$ cat src/rtl/mac_pkg.sv
// Shared types and default widths for the MAC lane and its job sequencer.
package mac_pkg;

    localparam int unsigned MacDataW   = 8;
    localparam int unsigned MacAccW    = 16;
    localparam int unsigned MacLatency = 3;

    typedef enum logic [2:0] {
        StIdle,
        StClear,
        StFetch,
        StDrain,
        StDone
    } seq_state_t;

endpackage

$ cat src/rtl/mac_operand_fetch.sv
// Operand address generator: walks base+i for len pairs, issues read strobes,
// and delays the strobe by one cycle to mark MAC input validity.
module mac_operand_fetch #(
    parameter int unsigned ADDR_W = 8,
    parameter int unsigned LEN_W  = 8
) (
    input  logic              clk,
    input  logic              reset,
    input  logic              start_i,
    input  logic [LEN_W-1:0]  len_i,
    input  logic [ADDR_W-1:0] base_w_i,
    input  logic [ADDR_W-1:0] base_a_i,
    output logic              mem_rd_en_o,
    output logic [ADDR_W-1:0] mem_rd_addr_w_o,
    output logic [ADDR_W-1:0] mem_rd_addr_a_o,
    output logic              mac_in_valid_o,
    output logic              done_o
);

    // One extra bit so idx+1 never aliases to zero at the maximum length.
    logic [LEN_W:0] idx_q, idx_d;
    logic           active_q, active_d;
    logic           in_valid_q;
    logic           last;

    assign last = ((idx_q + (LEN_W + 1)'(1)) == {1'b0, len_i});

    always_comb begin
        idx_d    = idx_q;
        active_d = active_q;
        done_o   = 1'b0;
        if (start_i) begin
            idx_d    = '0;
            active_d = 1'b1;
        end else if (active_q) begin
            idx_d = idx_q + (LEN_W + 1)'(1);
            if (last) begin
                active_d = 1'b0;
                done_o   = 1'b1;
            end
        end
    end

    always_ff @(posedge clk) begin
        if (reset) begin
            idx_q      <= '0;
            active_q   <= 1'b0;
            in_valid_q <= 1'b0;
        end else begin
            idx_q      <= idx_d;
            active_q   <= active_d;
            in_valid_q <= active_q;
        end
    end

    assign mem_rd_en_o     = active_q;
    assign mem_rd_addr_w_o = active_q ? base_w_i + ADDR_W'(idx_q) : '0;
    assign mem_rd_addr_a_o = active_q ? base_a_i + ADDR_W'(idx_q) : '0;
    assign mac_in_valid_o  = in_valid_q;

endmodule

$ cat src/rtl/mac_job_sequencer.sv
// Runs one dot-product job through the MAC lane: clear, stream operands,
// wait out the pipeline, then hand back the accumulated result.
module mac_job_sequencer
    import mac_pkg::*;
#(
    parameter int unsigned DATA_W      = MacDataW,
    parameter int unsigned ACC_W       = MacAccW,
    parameter int unsigned ADDR_W      = 8,
    parameter int unsigned LEN_W       = 8,
    parameter int unsigned MAC_LATENCY = MacLatency
) (
    input  logic              clk,
    input  logic              reset,
    input  logic              cmd_valid,
    output logic              cmd_ready,
    input  logic [LEN_W-1:0]  cmd_len,
    input  logic [ADDR_W-1:0] cmd_base_w,
    input  logic [ADDR_W-1:0] cmd_base_a,
    output logic              mem_rd_en,
    output logic [ADDR_W-1:0] mem_rd_addr_w,
    output logic [ADDR_W-1:0] mem_rd_addr_a,
    input  logic [DATA_W-1:0] mem_rd_data_w,
    input  logic [DATA_W-1:0] mem_rd_data_a,
    output logic              mac_clear,
    output logic              mac_in_valid,
    output logic [DATA_W-1:0] mac_weights,
    output logic [DATA_W-1:0] mac_activations,
    input  logic [ACC_W-1:0]  mac_acc,
    output logic              res_valid,
    input  logic              res_ready,
    output logic [ACC_W-1:0]  res_data,
    output logic              busy
);

    localparam int unsigned DrainW = $clog2(MAC_LATENCY + 1) + 1;

    seq_state_t        state_q, state_d;
    logic [LEN_W-1:0]  len_q, len_d;
    logic [ADDR_W-1:0] base_w_q, base_w_d;
    logic [ADDR_W-1:0] base_a_q, base_a_d;
    logic [DrainW-1:0] drain_q, drain_d;
    logic [ACC_W-1:0]  res_q, res_d;
    logic              fetch_start;
    logic              fetch_done;

    mac_operand_fetch #(
        .ADDR_W (ADDR_W),
        .LEN_W  (LEN_W)
    ) u_fetch (
        .clk             (clk),
        .reset           (reset),
        .start_i         (fetch_start),
        .len_i           (len_q),
        .base_w_i        (base_w_q),
        .base_a_i        (base_a_q),
        .mem_rd_en_o     (mem_rd_en),
        .mem_rd_addr_w_o (mem_rd_addr_w),
        .mem_rd_addr_a_o (mem_rd_addr_a),
        .mac_in_valid_o  (mac_in_valid),
        .done_o          (fetch_done)
    );

    always_comb begin
        state_d     = state_q;
        len_d       = len_q;
        base_w_d    = base_w_q;
        base_a_d    = base_a_q;
        drain_d     = drain_q;
        res_d       = res_q;
        fetch_start = 1'b0;
        case (state_q)
            StIdle: begin
                if (cmd_valid) begin
                    len_d    = cmd_len;
                    base_w_d = cmd_base_w;
                    base_a_d = cmd_base_a;
                    state_d  = StClear;
                end
            end
            StClear: begin
                if (len_q == '0) begin
                    res_d   = '0;
                    state_d = StDone;
                end else begin
                    fetch_start = 1'b1;
                    state_d     = StFetch;
                end
            end
            StFetch: begin
                if (fetch_done) begin
                    drain_d = '0;
                    state_d = StDrain;
                end
            end
            StDrain: begin
                // Last pair's contribution lands on mac_acc MAC_LATENCY cycles later.
                if (drain_q == DrainW'(MAC_LATENCY)) begin
                    res_d   = mac_acc;
                    state_d = StDone;
                end else begin
                    drain_d = drain_q + DrainW'(1);
                end
            end
            StDone: begin
                if (res_ready) begin
                    state_d = StIdle;
                end
            end
            default: state_d = StIdle;
        endcase
    end

    always_ff @(posedge clk) begin
        if (reset) begin
            state_q  <= StIdle;
            len_q    <= '0;
            base_w_q <= '0;
            base_a_q <= '0;
            drain_q  <= '0;
            res_q    <= '0;
        end else begin
            state_q  <= state_d;
            len_q    <= len_d;
            base_w_q <= base_w_d;
            base_a_q <= base_a_d;
            drain_q  <= drain_d;
            res_q    <= res_d;
        end
    end

    assign cmd_ready       = (state_q == StIdle);
    assign busy            = (state_q != StIdle);
    assign mac_clear       = (state_q == StClear);
    assign res_valid       = (state_q == StDone);
    assign res_data        = res_q;
    assign mac_weights     = mem_rd_data_w;
    assign mac_activations = mem_rd_data_a;

endmodule

$ cat config.mk
export PLATFORM = sky130hd
export DESIGN_NAME = mac_job_sequencer
export DESIGN_NICKNAME = d
export VERILOG_FILES = /design/src/rtl/mac_pkg.sv /design/src/rtl/mac_operand_fetch.sv /design/src/rtl/mac_job_sequencer.sv
export SDC_FILE = /design/constraint.sdc
export NUM_CORES = 1
export LEC_CHECK = 0
export ABC_AREA = 1
export CAP_MARGIN = 20
export CORE_ASPECT_RATIO = 0.8
export CORE_MARGIN = 3
export CORE_UTILIZATION = 45
export DETAILED_ROUTE_END_ITERATION = 7
export PLACE_DENSITY = 0.89
export SYNTH_ARGS = -nofsm -noshare
export SYNTH_HDL_FRONTEND = slang
export SYNTH_SLANG_ARGS = --single-unit
$ cat constraint.sdc
create_clock -name clk -period 3.5 [get_ports clk]
set_input_delay 0.35 -clock clk [delete_from_list [all_inputs] [get_ports clk]]
set_output_delay 0.35 -clock clk [all_outputs]
set_load 0.05 [all_outputs]
* Word level (Yosys, flattened, before mapping) *
Index checks and enable logic that the tools add are counted.

storage, ports and cells
  register bits = 57
  bits of input ports = 60
  output and inout port bits = 54
  logic and storage cells = 57

cells by class
  add/sub/neg operators = 4
  equal/unequal tests = 12
  mux-type cells = 22
  reduce and logical (&&, ||, !) cells = 10

operators with widths
  operator                                                                  count
  16-bit 2-to-1 mux                                                         2
  16-bit case mux with 2 select lines                                       1
  3-bit 2-to-1 mux                                                          7
  8-bit adder                                                               2
  8-bit 2-to-1 mux                                                          2
  3-bit case mux with 5 select lines                                        1
  9-bit by 1-bit adder with 9-bit output (second input constant)            1
  3-bit by 2-bit equality test with 1-bit output (second input constant)    3
  9-bit by 8-bit equality test with 1-bit output                            1
  8-bit zero test                                                           1
  1-bit 2-to-1 mux                                                          8
  2-bit inequality test (second input constant)                             4
  3-bit case mux with 2 select lines                                        1
  3-bit AND reduction                                                       2
  2-bit by 1-bit inequality test with 1-bit output (second input constant)  2
  4-bit AND reduction                                                       1
  2-bit nonzero test                                                        2
  3-bit by 1-bit adder with 3-bit output (second input constant)            1
  3-bit by 1-bit equality test with 1-bit output (second input constant)    1
  3-bit equality test (second input constant)                               1
  3-bit zero test                                                           1
  3-bit nonzero test                                                        1
  2-bit AND reduction                                                       1
  2-bit OR reduction                                                        1

* Depth between registers and ports, before layout *
Gate-level depths: netlist of run 1.

  depth in word-level cells = 7
  mapped depth = 15
  mapped depth without buffers = 15

* Modules after synthesis *
Synthesis of run 1 repeated with hierarchy kept, for this count alone.

unflattened totals
  cells, all modules = 565
  area total of the unflattened synthesis = 3674.8 um^2

by module, submodules not included
  module             times used  cells an instance  area each (um^2)  seq. area each (um^2)
  mac_job_sequencer  1           337                2293.4            920.9
  mac_operand_fetch  1           228                1381.3            220.2

* Least setup slack after synthesis of run 1 *
OpenSTA, ideal clock, no wires.

  path type = register -> output
  start point = register u_fetch.idx_q[0]
  end point = output port mem_rd_addr_w[6]
  data arrival time = 2.186 ns
  required time = 3.150 ns
  path slack = 0.964 ns
  stages on the path, launching flop included = 12
  path buffers = 0
  cell sequence = dfxtp_1 > ha_1 > fa_1 > nand2_1 > inv_1 > o21ai_0 > nand2_1 > nand2_1 > nand2_1 > a21oi_1 > xor2_1 > nor2_1

on the way
  cells in the longest elaborated chain, start to end = 2

RTL lines
  element                   RTL line                 RTL
  start: declaration        mac_operand_fetch.sv:21  logic [LEN_W:0] idx_q, idx_d;
  start signal: assignment  mac_operand_fetch.sv:50  idx_q <= idx_d;
  8-bit adder               mac_operand_fetch.sv:57  assign mem_rd_addr_w_o = active_q ? base_w_i + ADDR_W'(idx_q) : '0;
  8-bit 2-to-1 mux          mac_operand_fetch.sv:57
  end: declaration          mac_job_sequencer.sv:20  output logic [ADDR_W-1:0] mem_rd_addr_w,

Every way passes these cells.

* Worst setup path in the final report of run 1 *
  start point = register u_fetch.idx_q[0]
  end point = output port mem_rd_addr_a[6]

on the way
  cells in the longest elaborated chain, start to end = 2

RTL lines
  element           RTL line                 RTL
  8-bit adder       mac_operand_fetch.sv:58  assign mem_rd_addr_a_o = active_q ? base_a_i + ADDR_W'(idx_q) : '0;
  8-bit 2-to-1 mux  mac_operand_fetch.sv:58
  end: declaration  mac_job_sequencer.sv:21  output logic [ADDR_W-1:0] mem_rd_addr_a,

Every way passes these cells.

==> results.md, run 1 <==
* Status: finished clean
* # DRC at 0
* Fmax at 0.304 GHz
* Slew headroom at 0.542
* Layout Nets at 610
* DRT Wirelength at 8.68 mm
* FF+latch area at 1140 um2
* Cts hold-fix bufs at 0
* Worst hold start: base_a_q[6]
* CP endpoint kind: primary output
* Setup-failing EPs final at 0
* Area added between synthesis and finish at 29.6%
* Syn Area/Cell at 6.91 um2
* Yosys reg bits at 57
* Starting DRT DRC Count at 217
* Power per Cell Area at 784 nW/um2
* Setup slack after layout at 0.212 ns
* Unique masters post-synth at 31
* CTS Buf Count at 9
* Worst-path maximum fanout at 6
* Post-route insts no fill at 620
* Largest stage delay, worst path at 0.81 ns
* Crit Path Category: flop to primary output
* Slew Viols, Final at 0
* Maxcap violations at 0
* Mapped cell area at 3240 um2
* Slew @ Worst Pin at 0.686 ns
* CP dominant cell by count: nand2_1
* Post-Synthesis Cells at 468
* WL/cell at 14.0 um
* CP Launch Type: flop
* Area post-placement at 3990 um2
* Clk_lat worst skew at 0.34 ns
* Post-DP HPWL at 6.42 mm
* Top post-synthesis cells by area: dfxtp_1, nand2_1, a21oi_1
* Dpl ws at 0.520 ns
* Total GRT Usage at 0.216
* Antenna cells at 0
* Total congestion overflow at 0
* Crit path required time at 3.15 ns
* Clk_skew at 0.00936 ns
* Tightest Hold Check Type: flop to flop
* Leak at 1.85 nW
* TritonCTS clock tree: built
* Tcrit/Tclk final at 0.939
* Unrepaired setup endpoints after global routing: no
* Die width at 101 um
* Fillers at 548
* Gpl congestion at 0.869
* Syn_nets at 547
* Worst Path Arrival at 2.94 ns
* First-pass GRT wire length at 14.2 mm
* Chip height at 81.8 um
* IO Port Bufs at 81
* Setup TNS at 0 ns
* Area of the core at 6670 um2
* Initial antenna violation count at 0
* Timing startpoint of the critical path: u_fetch.idx_q[0]
* I/O pin count at 114
* Via count at 3278
* Inst Count DP at 604
* Multi-input gate area at 1700 um2
* Worst R2R Start: u_fetch.idx_q[1]
* Post-DRT Antenna Nets at 0
* Area leader, netlist: dfxtp_1
* Initial Util at 0.485
* Fraction of layout cells with a size suffix above 1 at 0.0709
* Seq/Total Area, Yosys at 0.353
* Critical path's slowest cell: clkdlybuf4s50_1
* Fin crit period at 3.29 ns
* Worst ir drop on vdd at 0.399 mV
* Postcts setup bufs at 0
* Largest net degree at the start of global routing at 29
* Hold Vio Cnt, Final at 0
* Root Buffer Master: clkbuf_8
* DRT Pass-1 Iters at 5
* Area share of the largest cell type after synthesis at 0.353
* Ys Warns at 0
* Final instance area at 4190 um2
* Vias per std cell at 5.29
* Rows at 26
* CP cell instances: ha_1, fa_1, nand2_1, inv_1, o21ai_0, nand2_1, nand2_1, nand2_1, a21oi_1, xor2_1, nor2_1, clkdlybuf4s50_1
* Max Buffers Root-to-Sink at 2
* Die Footprint at 8250 um2
* Vias in the first global route at 3074
* Clk slew on worst S/H paths at 0.06 ns
* CTS H-Tree Depth at 3
* Sink Count at 57
## power by group
group          internal, mW  switching (mW)  total, mW
registers             0.846           0.155       1.00
clock network         0.345           0.268      0.613
logic                 0.556            1.12       1.68
total                  1.75            1.54       3.29
## state kept, by name (all words and copies together) (netlist names)
signal                  count
base_a_q                    8
base_w_q                    8
drain_q                     3
len_q                       8
res_data                   16
state_q                     3
u_fetch.idx_q               9
u_fetch.mac_in_valid_o      1
u_fetch.mem_rd_en_o         1
## synthesized netlist by cell type
master	instances
nand4_1	5
ha_1	17
o21bai_1	1
nor4_1	1
clkinv_1	1
nor3_1	2
buf_6	1
xnor2_1	3
nand3_1	38
o21ai_0	41
nor2_4	3
buf_2	2
buf_4	18
inv_1	44
nand2_2	3
nor2_2	3
a31oi_1	1
o21ai_1	1
nand2_4	1
clkbuf_1	14
nand2_1	89
clkbuf_2	1
or2_2	2
inv_2	2
fa_1	2
nor2_1	46
a21oi_1	65
a21oi_2	1
xor2_1	2
dfxtp_1	57
nand3_2	1
## final cells by class
cell class | instances | area share
clock buffers | 11 | 0.0337
clock inverters | 5 | 0.0131
well taps | 84 | 0.0251
repair buffers | 88 | 0.208
multi-input cells | 328 | 0.406
flip-flops and latches | 57 | 0.272
inverters | 47 | 0.0421
## cell families after synthesis
family,synth area share
and+or+nand+nor,0.263
AOI/OAI and AO/OA,0.172
buffers and inverters,0.121
DFF,0.353
adders and majority gates,0.0781
xor gates and xnor gates,0.0135
## placed cells by master, fill, tap and decap left out, drive strengths merged
| master | synthesis | final |
|---|---|---|
| xor2 | 2 | 2 |
| a21oi | 66 | 66 |
| nor4 | 1 | 1 |
| nand3 | 39 | 39 |
| inv | 46 | 46 |
| clkinvlp | 0 | 2 |
| nor3 | 2 | 2 |
| clkbuf | 15 | 11 |
| fa | 2 | 2 |
| or2 | 2 | 2 |
| clkdlybuf4s50 | 0 | 78 |
| nor2 | 52 | 52 |
| dfxtp | 57 | 57 |
| o21bai | 1 | 1 |
| xnor2 | 3 | 3 |
| ha | 17 | 17 |
| a31oi | 1 | 1 |
| bufinv | 0 | 1 |
| buf | 21 | 7 |
| nand2 | 93 | 93 |
| o21ai | 42 | 42 |
| nand4 | 5 | 5 |
| dlymetal6s2s | 0 | 3 |
| clkinv | 1 | 3 |
## path summary, 6_finish.rpt
| check | end | depth (start not counted) | slack [ns] |
|---|---|---|---|
| worst min-delay path | base_a_q[6] | 2 | 0.47 |
| worst max register to register | drain_q[2] | 13 | 1.18 |
| worst min register to register | base_a_q[6] | 2 | 0.47 |
| worst max-delay path | mem_rd_addr_a[6] | 12 | 0.21 |
## critical path, delay by kind of cell (launching register included)
family / cells / cell delay (ns)
buffers and inverters: 2 / 0.86
AOI/OAI and AO/OA: 2 / 0.29
adders and majority gates: 2 / 0.61
and+or+nand+nor: 5 / 0.37
xor gates and xnor gates: 1 / 0.10
DFF: 1 / 0.37
## stage by stage
| stage | utilization | power [mW] | hold slack (ns) |
|---|---|---|---|
| floorplan | - | 2.19 | 0.434 |
| global placement | 0.598 | 2.62 | 0.457 |
| detailed placement | 0.598 | 2.67 | 0.464 |
| CTS | 0.628 | 3.29 | 0.473 |
| global route | 0.629 | 3.51 | 0.499 |
| finish | 0.629 | 3.29 | 0.474 |
## layer usage
layer	up-vias	global-route usage	routed length [um]
li1	1644	-	-
met1	1480	0.279	3800
met2	138	0.355	4020
met3	16	0.0671	728
met4	0	0.0525	140
met5	-	0	0
## timing repair
| item | in CTS | in global routing |
|---|---|---|
| endpoints found under the hold margin | 0 | 0 |
| endpoints found under the setup margin | 0 | 3 |
| resized for setup | 0 | 3 |
(Power assumes the default switching activity.)
==> run 2, diff against run 1 <==
--- a/config.mk
+++ b/config.mk
@@ -6,12 +6,12 @@
 export NUM_CORES = 1
 export LEC_CHECK = 0
 export ABC_AREA = 1
-export CAP_MARGIN = 20
+export CAP_MARGIN = 0
 export CORE_ASPECT_RATIO = 0.8
 export CORE_MARGIN = 3
-export CORE_UTILIZATION = 45
+export CORE_UTILIZATION = 41
 export DETAILED_ROUTE_END_ITERATION = 7
-export PLACE_DENSITY = 0.89
+export PLACE_DENSITY = 0.86
 export SYNTH_ARGS = -nofsm -noshare
 export SYNTH_HDL_FRONTEND = slang
 export SYNTH_SLANG_ARGS = --single-unit
==> constraint.sdc (replaced) <==
create_clock -name clk -period 2.85 [get_ports clk]
set_input_delay 0.285 -clock clk [delete_from_list [all_inputs] [get_ports clk]]
set_output_delay 0.285 -clock clk [all_outputs]
set_load 0.05 [all_outputs]
==> run 2 against run 1 <==
Final cell count up 3.2%; critical path depth unchanged; combinational power increased by 26%; sequential power grew 23%; register-to-register slack got worse by 0.67 ns; worst hold slack got worse by 0.0049 ns; flip-flop and latch count did not move; largest power group unchanged; non-clock buffer count down 1; via count increased by 1.9%; first-iteration DRC count rose by 2.3%.
==> results.md, run 2 (synthesized netlist as in run 1, its figures left out) <==
* Status: finished clean (unchanged)
* Vias per std cell at 5.22 (was 5.29)
* Worst path bufs/invs at 2 (unchanged)
* CTS H-Tree Depth at 3 (unchanged)
* Worst R2R Start: state_q[1] (was u_fetch.idx_q[1])
* Initial antenna violation count at 0 (unchanged)
* Via count at 3341 (was 3278)
* Total congestion overflow at 0 (unchanged)
* Leak at 1.84 nW (was 1.85 nW)
* CTS Buf Count at 9 (unchanged)
* WL/cell at 14.3 um (was 14.0 um)
* I/O pin count at 114 (unchanged)
* Fraction of layout cells with a size suffix above 1 at 0.0897 (was 0.0709)
* Inst Count DP at 624 (was 604)
* Clk_skew at 0.0115 ns (was 0.00936 ns)
* Worst Path Arrival at 2.42 ns (was 2.94 ns)
* Most frequent cells in the layout: nand2_1, clkdlybuf4s50_1, a21oi_1 (unchanged)
* Post-DRT Antenna Nets at 0 (unchanged)
* DRT Pass-1 Iters at 6 (was 5)
* IO Port Bufs at 81 (unchanged)
* Tcrit/Tclk final at 0.948
* Fmax at 0.370 GHz
* Max reg flops at 16 (unchanged)
* Sink Count at 57 (unchanged)
* Starting DRT DRC Count at 222 (was 217)
* Total GRT Usage at 0.209 (was 0.216)
* Area post-placement at 4060 um2 (was 3990 um2)
* Vias in the first global route at 3284 (was 3074)
* Gpl congestion at 0.895 (was 0.869)
* Worst-path maximum fanout at 6 (unchanged)
* First-pass GRT wire length at 15.1 mm (was 14.2 mm)
* Largest net degree at the start of global routing at 29 (unchanged)
* Final instance area at 4300 um2 (was 4190 um2)
* Fin crit period at 2.70 ns
* # DRC at 0 (unchanged)
* Worst hold start: base_a_q[5] (was base_a_q[6])
* CP endpoint kind: primary output (unchanged)
* Fillers at 662 (was 548)
* Slew @ Worst Pin at 0.741 ns (was 0.686 ns)
* Commonest non-fill, non-tap cell in the layout: nand2_1 (unchanged)
* Chip height at 85.5 um (was 81.8 um)
* Clk slew on worst S/H paths at 0.06 ns (about the same)
* Postcts setup bufs at 0 (unchanged)
* Antenna cells at 0 (unchanged)
* FF+latch area at 1140 um2 (about the same)
* Largest stage delay, worst path at 0.38 ns (was 0.81 ns)
* Hold Vio Cnt, Final at 0 (unchanged)
* Crit. path cell count at 12 (unchanged)
* TritonCTS clock tree: built (unchanged)
* Multi-input gate area at 1710 um2 (was 1700 um2)
* DRT Wirelength at 9.15 mm (was 8.68 mm)
* Cell count of the worst hold path at 2 (unchanged)
* Max Buffers Root-to-Sink at 2 (unchanged)
* Power per Cell Area at 978 nW/um2 (was 784 nW/um2)
* Crit-path leading delay family: adder cells (was buffers and inverters)
* Post-route insts no fill at 640 (was 620)
* Tightest Hold Check Type: flop to flop (unchanged)
* Maxcap violations at 0 (unchanged)
* Reg2reg path depth at 7 (was 13)
* Timing startpoint of the critical path: u_fetch.idx_q[0] (unchanged)
* Slew headroom at 0.505 (was 0.542)
* Crit path required time at 2.57 ns (was 3.15 ns)
* Crit Path Category: flop to primary output (unchanged)
* Clk_lat worst skew at 0.34 ns (about the same)
* Layout Nets at 609 (was 610)
* Rows at 28 (was 26)
* CP Launch Type: flop (unchanged)
* Area of the core at 7530 um2 (was 6670 um2)
* Unrepaired setup endpoints after global routing: no (unchanged)
* Setup-failing EPs final at 0 (unchanged)
* CP cell instances: ha_1, fa_1, nand2_1, inv_1, o21ai_0, nand2_1, nand2_1, nand2_1, a21oi_2, xor2_1, nor2_2, buf_12 (was ha_1, fa_1, nand2_1, inv_1, o21ai_0, nand2_1, nand2_1, nand2_1, a21oi_1, xor2_1, nor2_1, clkdlybuf4s50_1)
* Die width at 105 um (was 101 um)
* Die Footprint at 9000 um2 (was 8250 um2)
* Critical path's slowest cell: fa_1 (was clkdlybuf4s50_1)
* Slew Viols, Final at 0 (unchanged)
* CP dominant cell by count: nand2_1 (unchanged)
* Initial Util at 0.430 (was 0.485)
* Area added between synthesis and finish at 32.8% (was 29.6%)
* Root Buffer Master: clkbuf_8 (unchanged)
* Fin Hold WS at 0.470 ns (was 0.474 ns)
* Worst ir drop on vdd at 0.580 mV (was 0.399 mV)
* Post-DP HPWL at 6.69 mm (was 6.42 mm)
* Setup TNS at 0 ns (unchanged)
## run 2: cell count changes in the layout (fill, tap and decap cells not counted), sizes merged
| cell | change |
|---|---|
| clkinv | -1 |
| dlymetal6s2s | -3 |
| buf | +7 |
| clkdlybuf4s50 | -5 |
| bufinv | +1 |
| clkbuf | +1 |
| clkinvlp | -1 |
## run 2: final timing paths
path	to	slack [ns]
worst max-delay path	mem_rd_addr_a[6]	0.15
worst min-delay path	base_a_q[5]	0.47
worst max register to register	res_data[15]	0.51
worst min register to register	base_a_q[5]	0.47
## run 2: report_power, final
group,switching [mW],total (mW),internal (mW)
logic,1.42,2.12,0.706
clock network,0.331,0.849,0.518
registers,0.191,1.23,1.04
total,1.94,4.20,2.26
## run 2: metal layers
metal  up-vias  GRT usage  wire length [um]
met3        12     0.0593               717
met5         -          0                 0
met1      1541      0.264              3940
li1       1643          -                 -
met2       145      0.345              4380
met4         0     0.0667               114
## run 2: worst reg2reg max path: cells and delay by family, from the launching register on
family	cells	cell delay [ns]
AOI/OAI and AO/OA	2	0.83
buffers and inverters	3	0.56
DFF	1	0.43
and+or+nand+nor	2	0.41
## run 2: cell type report
type	count	area share
well taps	105	0.0306
repair buffers	87	0.212
multi-input cells	328	0.399
clock inverters	4	0.0178
inverters	47	0.0411
flip-flops and latches	57	0.266
clock buffers	12	0.0338
## run 2: repair_timing
item | in CTS | in global routing
pin swaps | 0 | 2
hold buffers | 0 | 0
endpoints found under the setup margin | 1 | 3
resized for setup | 1 | 5
## run 2: through the flow
| step | utilization | total power, mW | worst slack (ns) |
|---|---|---|---|
| finish | 0.570 | 4.20 | 0.149 |
| global route | 0.570 | 4.47 | 0.00773 |
| CTS | 0.569 | 4.18 | 0.0538 |
| detailed placement | 0.540 | 3.32 | 0.356 |
| global placement | 0.540 | 3.25 | 0.523 |
| floorplan | - | 2.69 | 0.379 |
==> run 3, diff against run 2 <==
--- a/config.mk
+++ b/config.mk
@@ -7,7 +7,6 @@
 export LEC_CHECK = 0
 export ABC_AREA = 1
 export CAP_MARGIN = 0
-export CORE_ASPECT_RATIO = 0.8
 export CORE_MARGIN = 3
 export CORE_UTILIZATION = 41
 export DETAILED_ROUTE_END_ITERATION = 7
==> run 3 against run 2 <==
Wire length is 7.5% lower; combinational power decreased by 3%; critical endpoint is now mem_rd_addr_a[3]; cell area down 1.3%; worst hold slack gained 0.0027 ns; largest cell class unchanged; clock skew is 0.0016 ns lower; register-to-register slack improved by 0.10 ns; non-clock buffer count decreased by 1; total power fell by 5.9%; worst setup slack better by 0.014 ns; via count shrank 2.7%.
==> results.md, run 3 (synthesized netlist as in run 1, its figures left out) <==
* Setup slack after layout at 0.163 ns (was 0.149 ns)
* TritonCTS clock tree: built (unchanged)
* Commonest non-fill, non-tap cell in the layout: nand2_1 (unchanged)
* Root Buffer Master: clkbuf_8 (unchanged)
* Fmax at 0.372 GHz (was 0.370 GHz)
* Total congestion overflow at 0 (unchanged)
* DRT Pass-1 Iters at 5 (was 6)
* CP endpoint kind: primary output (unchanged)
* Clk_skew at 0.00991 ns (was 0.0115 ns)
* Fraction of layout cells with a size suffix above 1 at 0.0940 (was 0.0897)
* Clk slew on worst S/H paths at 0.07 ns (was 0.06 ns)
* Crit path required time at 2.57 ns (about the same)
* Vias in the first global route at 3197 (was 3284)
* Worst R2R Start: state_q[1] (unchanged)
* Setup TNS at 0 ns (unchanged)
* Postcts setup bufs at 0 (unchanged)
* Max reg flops at 16 (unchanged)
* I/O pin count at 114 (unchanged)
* Multi-input gate area at 1730 um2 (was 1710 um2)
* GR peak layer: met2 (unchanged)
* IO Port Bufs at 81 (unchanged)
* Status: finished clean (unchanged)
* Crit. path cell count at 5 (was 12)
* Crit-path leading delay family: buffers and inverters (was adder cells)
* Largest net degree at the start of global routing at 33 (was 29)
* FF+latch area at 1140 um2 (about the same)
* Die width at 94.8 um (was 105 um)
* Fillers at 701 (was 662)
* Maxcap violations at 0 (unchanged)
* Critical path's slowest cell: clkdlybuf4s50_1 (was fa_1)
* Layout Nets at 608 (was 609)
* Power per Cell Area at 933 nW/um2 (was 978 nW/um2)
* CTS Buf Count at 9 (unchanged)
* CTS H-Tree Depth at 3 (unchanged)
* Largest stage delay, worst path at 0.83 ns (was 0.38 ns)
* DRT Wirelength at 8.47 mm (was 9.15 mm)
* First-pass GRT wire length at 14.0 mm (was 15.1 mm)
* Gpl congestion at 0.908 (was 0.895)
* Antenna cells at 0 (unchanged)
* Worst ir drop on vdd at 0.840 mV (was 0.580 mV)
* Met3 usage at 0.0789 (was 0.0593)
* Initial Util at 0.434 (was 0.430)
* CP dominant cell by count: a21oi_1 (was nand2_1)
* Initial antenna violation count at 0 (unchanged)
* # DRC at 0 (unchanged)
* Starting DRT DRC Count at 152 (was 222)
* CP Launch Type: flop (unchanged)
* Post-route insts no fill at 631 (was 640)
* CP cell instances: ha_1, a21oi_1, nand2_1, a21oi_1, clkdlybuf4s50_1 (was ha_1, fa_1, nand2_1, inv_1, o21ai_0, nand2_1, nand2_1, nand2_1, a21oi_2, xor2_1, nor2_2, buf_12)
* Hold Vio Cnt, Final at 0 (unchanged)
* Slew headroom at 0.342 (was 0.505)
* Area added between synthesis and finish at 31.0% (was 32.8%)
* Timing startpoint of the critical path: u_fetch.idx_q[2] (was u_fetch.idx_q[0])
* Via count at 3251 (was 3341)
* Most frequent cells in the layout: nand2_1, clkdlybuf4s50_1, a21oi_1 (unchanged)
* Met2 Usage GRT at 0.350 (was 0.345)
* Leak at 1.81 nW (was 1.84 nW)
* Fin crit period at 2.69 ns (was 2.70 ns)
* Inst Count DP at 617 (was 624)
* Max Buffers Root-to-Sink at 2 (unchanged)
* Area of the core at 7450 um2 (was 7530 um2)
* Clk_lat worst skew at 0.34 ns (about the same)
* Crit Path Category: flop to primary output (unchanged)
* Tcrit/Tclk final at 0.943 (was 0.948)
* Sink Count at 57 (unchanged)
* Slew @ Worst Pin at 0.984 ns (was 0.741 ns)
* Slew Viols, Final at 0 (unchanged)
* Post-DP HPWL at 6.32 mm (was 6.69 mm)
* Die Footprint at 8990 um2 (was 9000 um2)
* Total Power at 3.95 mW (was 4.20 mW)
* Post-DRT Antenna Nets at 0 (unchanged)
* Crit path capture: mem_rd_addr_a[3] (was mem_rd_addr_a[6])
* Unrepaired setup endpoints after global routing: no (unchanged)
* Met1 Use GR at 0.211 (was 0.264)
* R2R Setup Slk at 0.61 ns (was 0.51 ns)
* Worst Path Arrival at 2.40 ns (was 2.42 ns)
* Vias per std cell at 5.15 (was 5.22)
* WL/cell at 13.4 um (was 14.3 um)
* Chip height at 94.8 um (was 85.5 um)
* Worst path bufs/invs at 1 (was 2)
* Worst-path maximum fanout at 4 (was 6)
* Tightest Hold Check Type: flop to flop (unchanged)
* Rows at 31 (was 28)
* Total GRT Usage at 0.195 (was 0.209)
* Reg2reg path depth at 7 (unchanged)
* Dpl ws at 0.402 ns (was 0.356 ns)
* Reg-to-Reg End: res_data[10] (was res_data[15])
* Setup-failing EPs final at 0 (unchanged)
-- run 3: changes by cell type in the layout (fill, tap and decap cells not counted), sizes merged --
cell,change
clkinv,-1
buf,-1
clkbuf,+2
bufinv,-2
clkinvlp,-1
-- run 3: worst min path at each step --
stage | end | cells past startpoint | start | slack [ns]
3_5_place_dp | base_w_q[4] | 2 | base_w_q[4] | 0.46
2_1_floorplan | u_fetch.mac_in_valid_o | 1 | reset | 0.37
5_1_grt | base_a_q[7] | 2 | base_a_q[7] | 0.49
4_1_cts | base_w_q[4] | 2 | base_w_q[4] | 0.47
3_3_place_gp | base_w_q[6] | 2 | base_w_q[6] | 0.46
6_report | base_w_q[4] | 2 | base_w_q[4] | 0.47
-- run 3: where the power goes --
part           switching, mW  internal (mW)  leakage [nW]  total (mW)
Combinational           1.36          0.696          1.26        2.06
Sequential             0.192           1.04         0.467        1.23
Clock                  0.306          0.355        0.0826       0.661
Total                   1.86           2.09          1.81        3.95
-- run 3: repair_timing --
action	in CTS	in global routing
endpoints found under the hold margin	0	0
setup endpoints to repair	0	4
hold buffers	0	0
resized for setup	0	13
-- run 3: area by class of cell --
| type | instances | share of cell area |
|---|---|---|
| clock buffer | 14 | 0.0384 |
| inverter | 47 | 0.0416 |
| multi-input combinational | 328 | 0.408 |
| sequential | 57 | 0.270 |
| tap | 99 | 0.0292 |
| timing repair buffer | 86 | 0.213 |
-- run 3: routing by layer --
| metal | share of wire | wire length [um] |
|---|---|---|
| met5 | 0 | 0 |
| met4 | 0.014 | 121 |
| met3 | 0.086 | 730 |
| met2 | 0.51 | 4290 |
| met1 | 0.39 | 3320 |
-- run 3: worst reg2reg max path: cells and delay by family (launching register included) --
kind / cells / cell delay, ns
AO/OA/AOI/OAI: 2 / 0.77
buffers and inverters: 3 / 0.53
flip-flops: 1 / 0.43
AND/OR/NAND/NOR: 2 / 0.38
-- run 3: through the flow --
step           utilization  cell area, um2  hold WS (ns)
6_report             0.569            4240         0.472
2_1_floorplan            -            3240         0.369
5_1_grt              0.569            4240         0.492
3_3_place_gp         0.544            4050         0.456
3_5_place_dp         0.544            4050         0.465
4_1_cts              0.566            4210         0.472
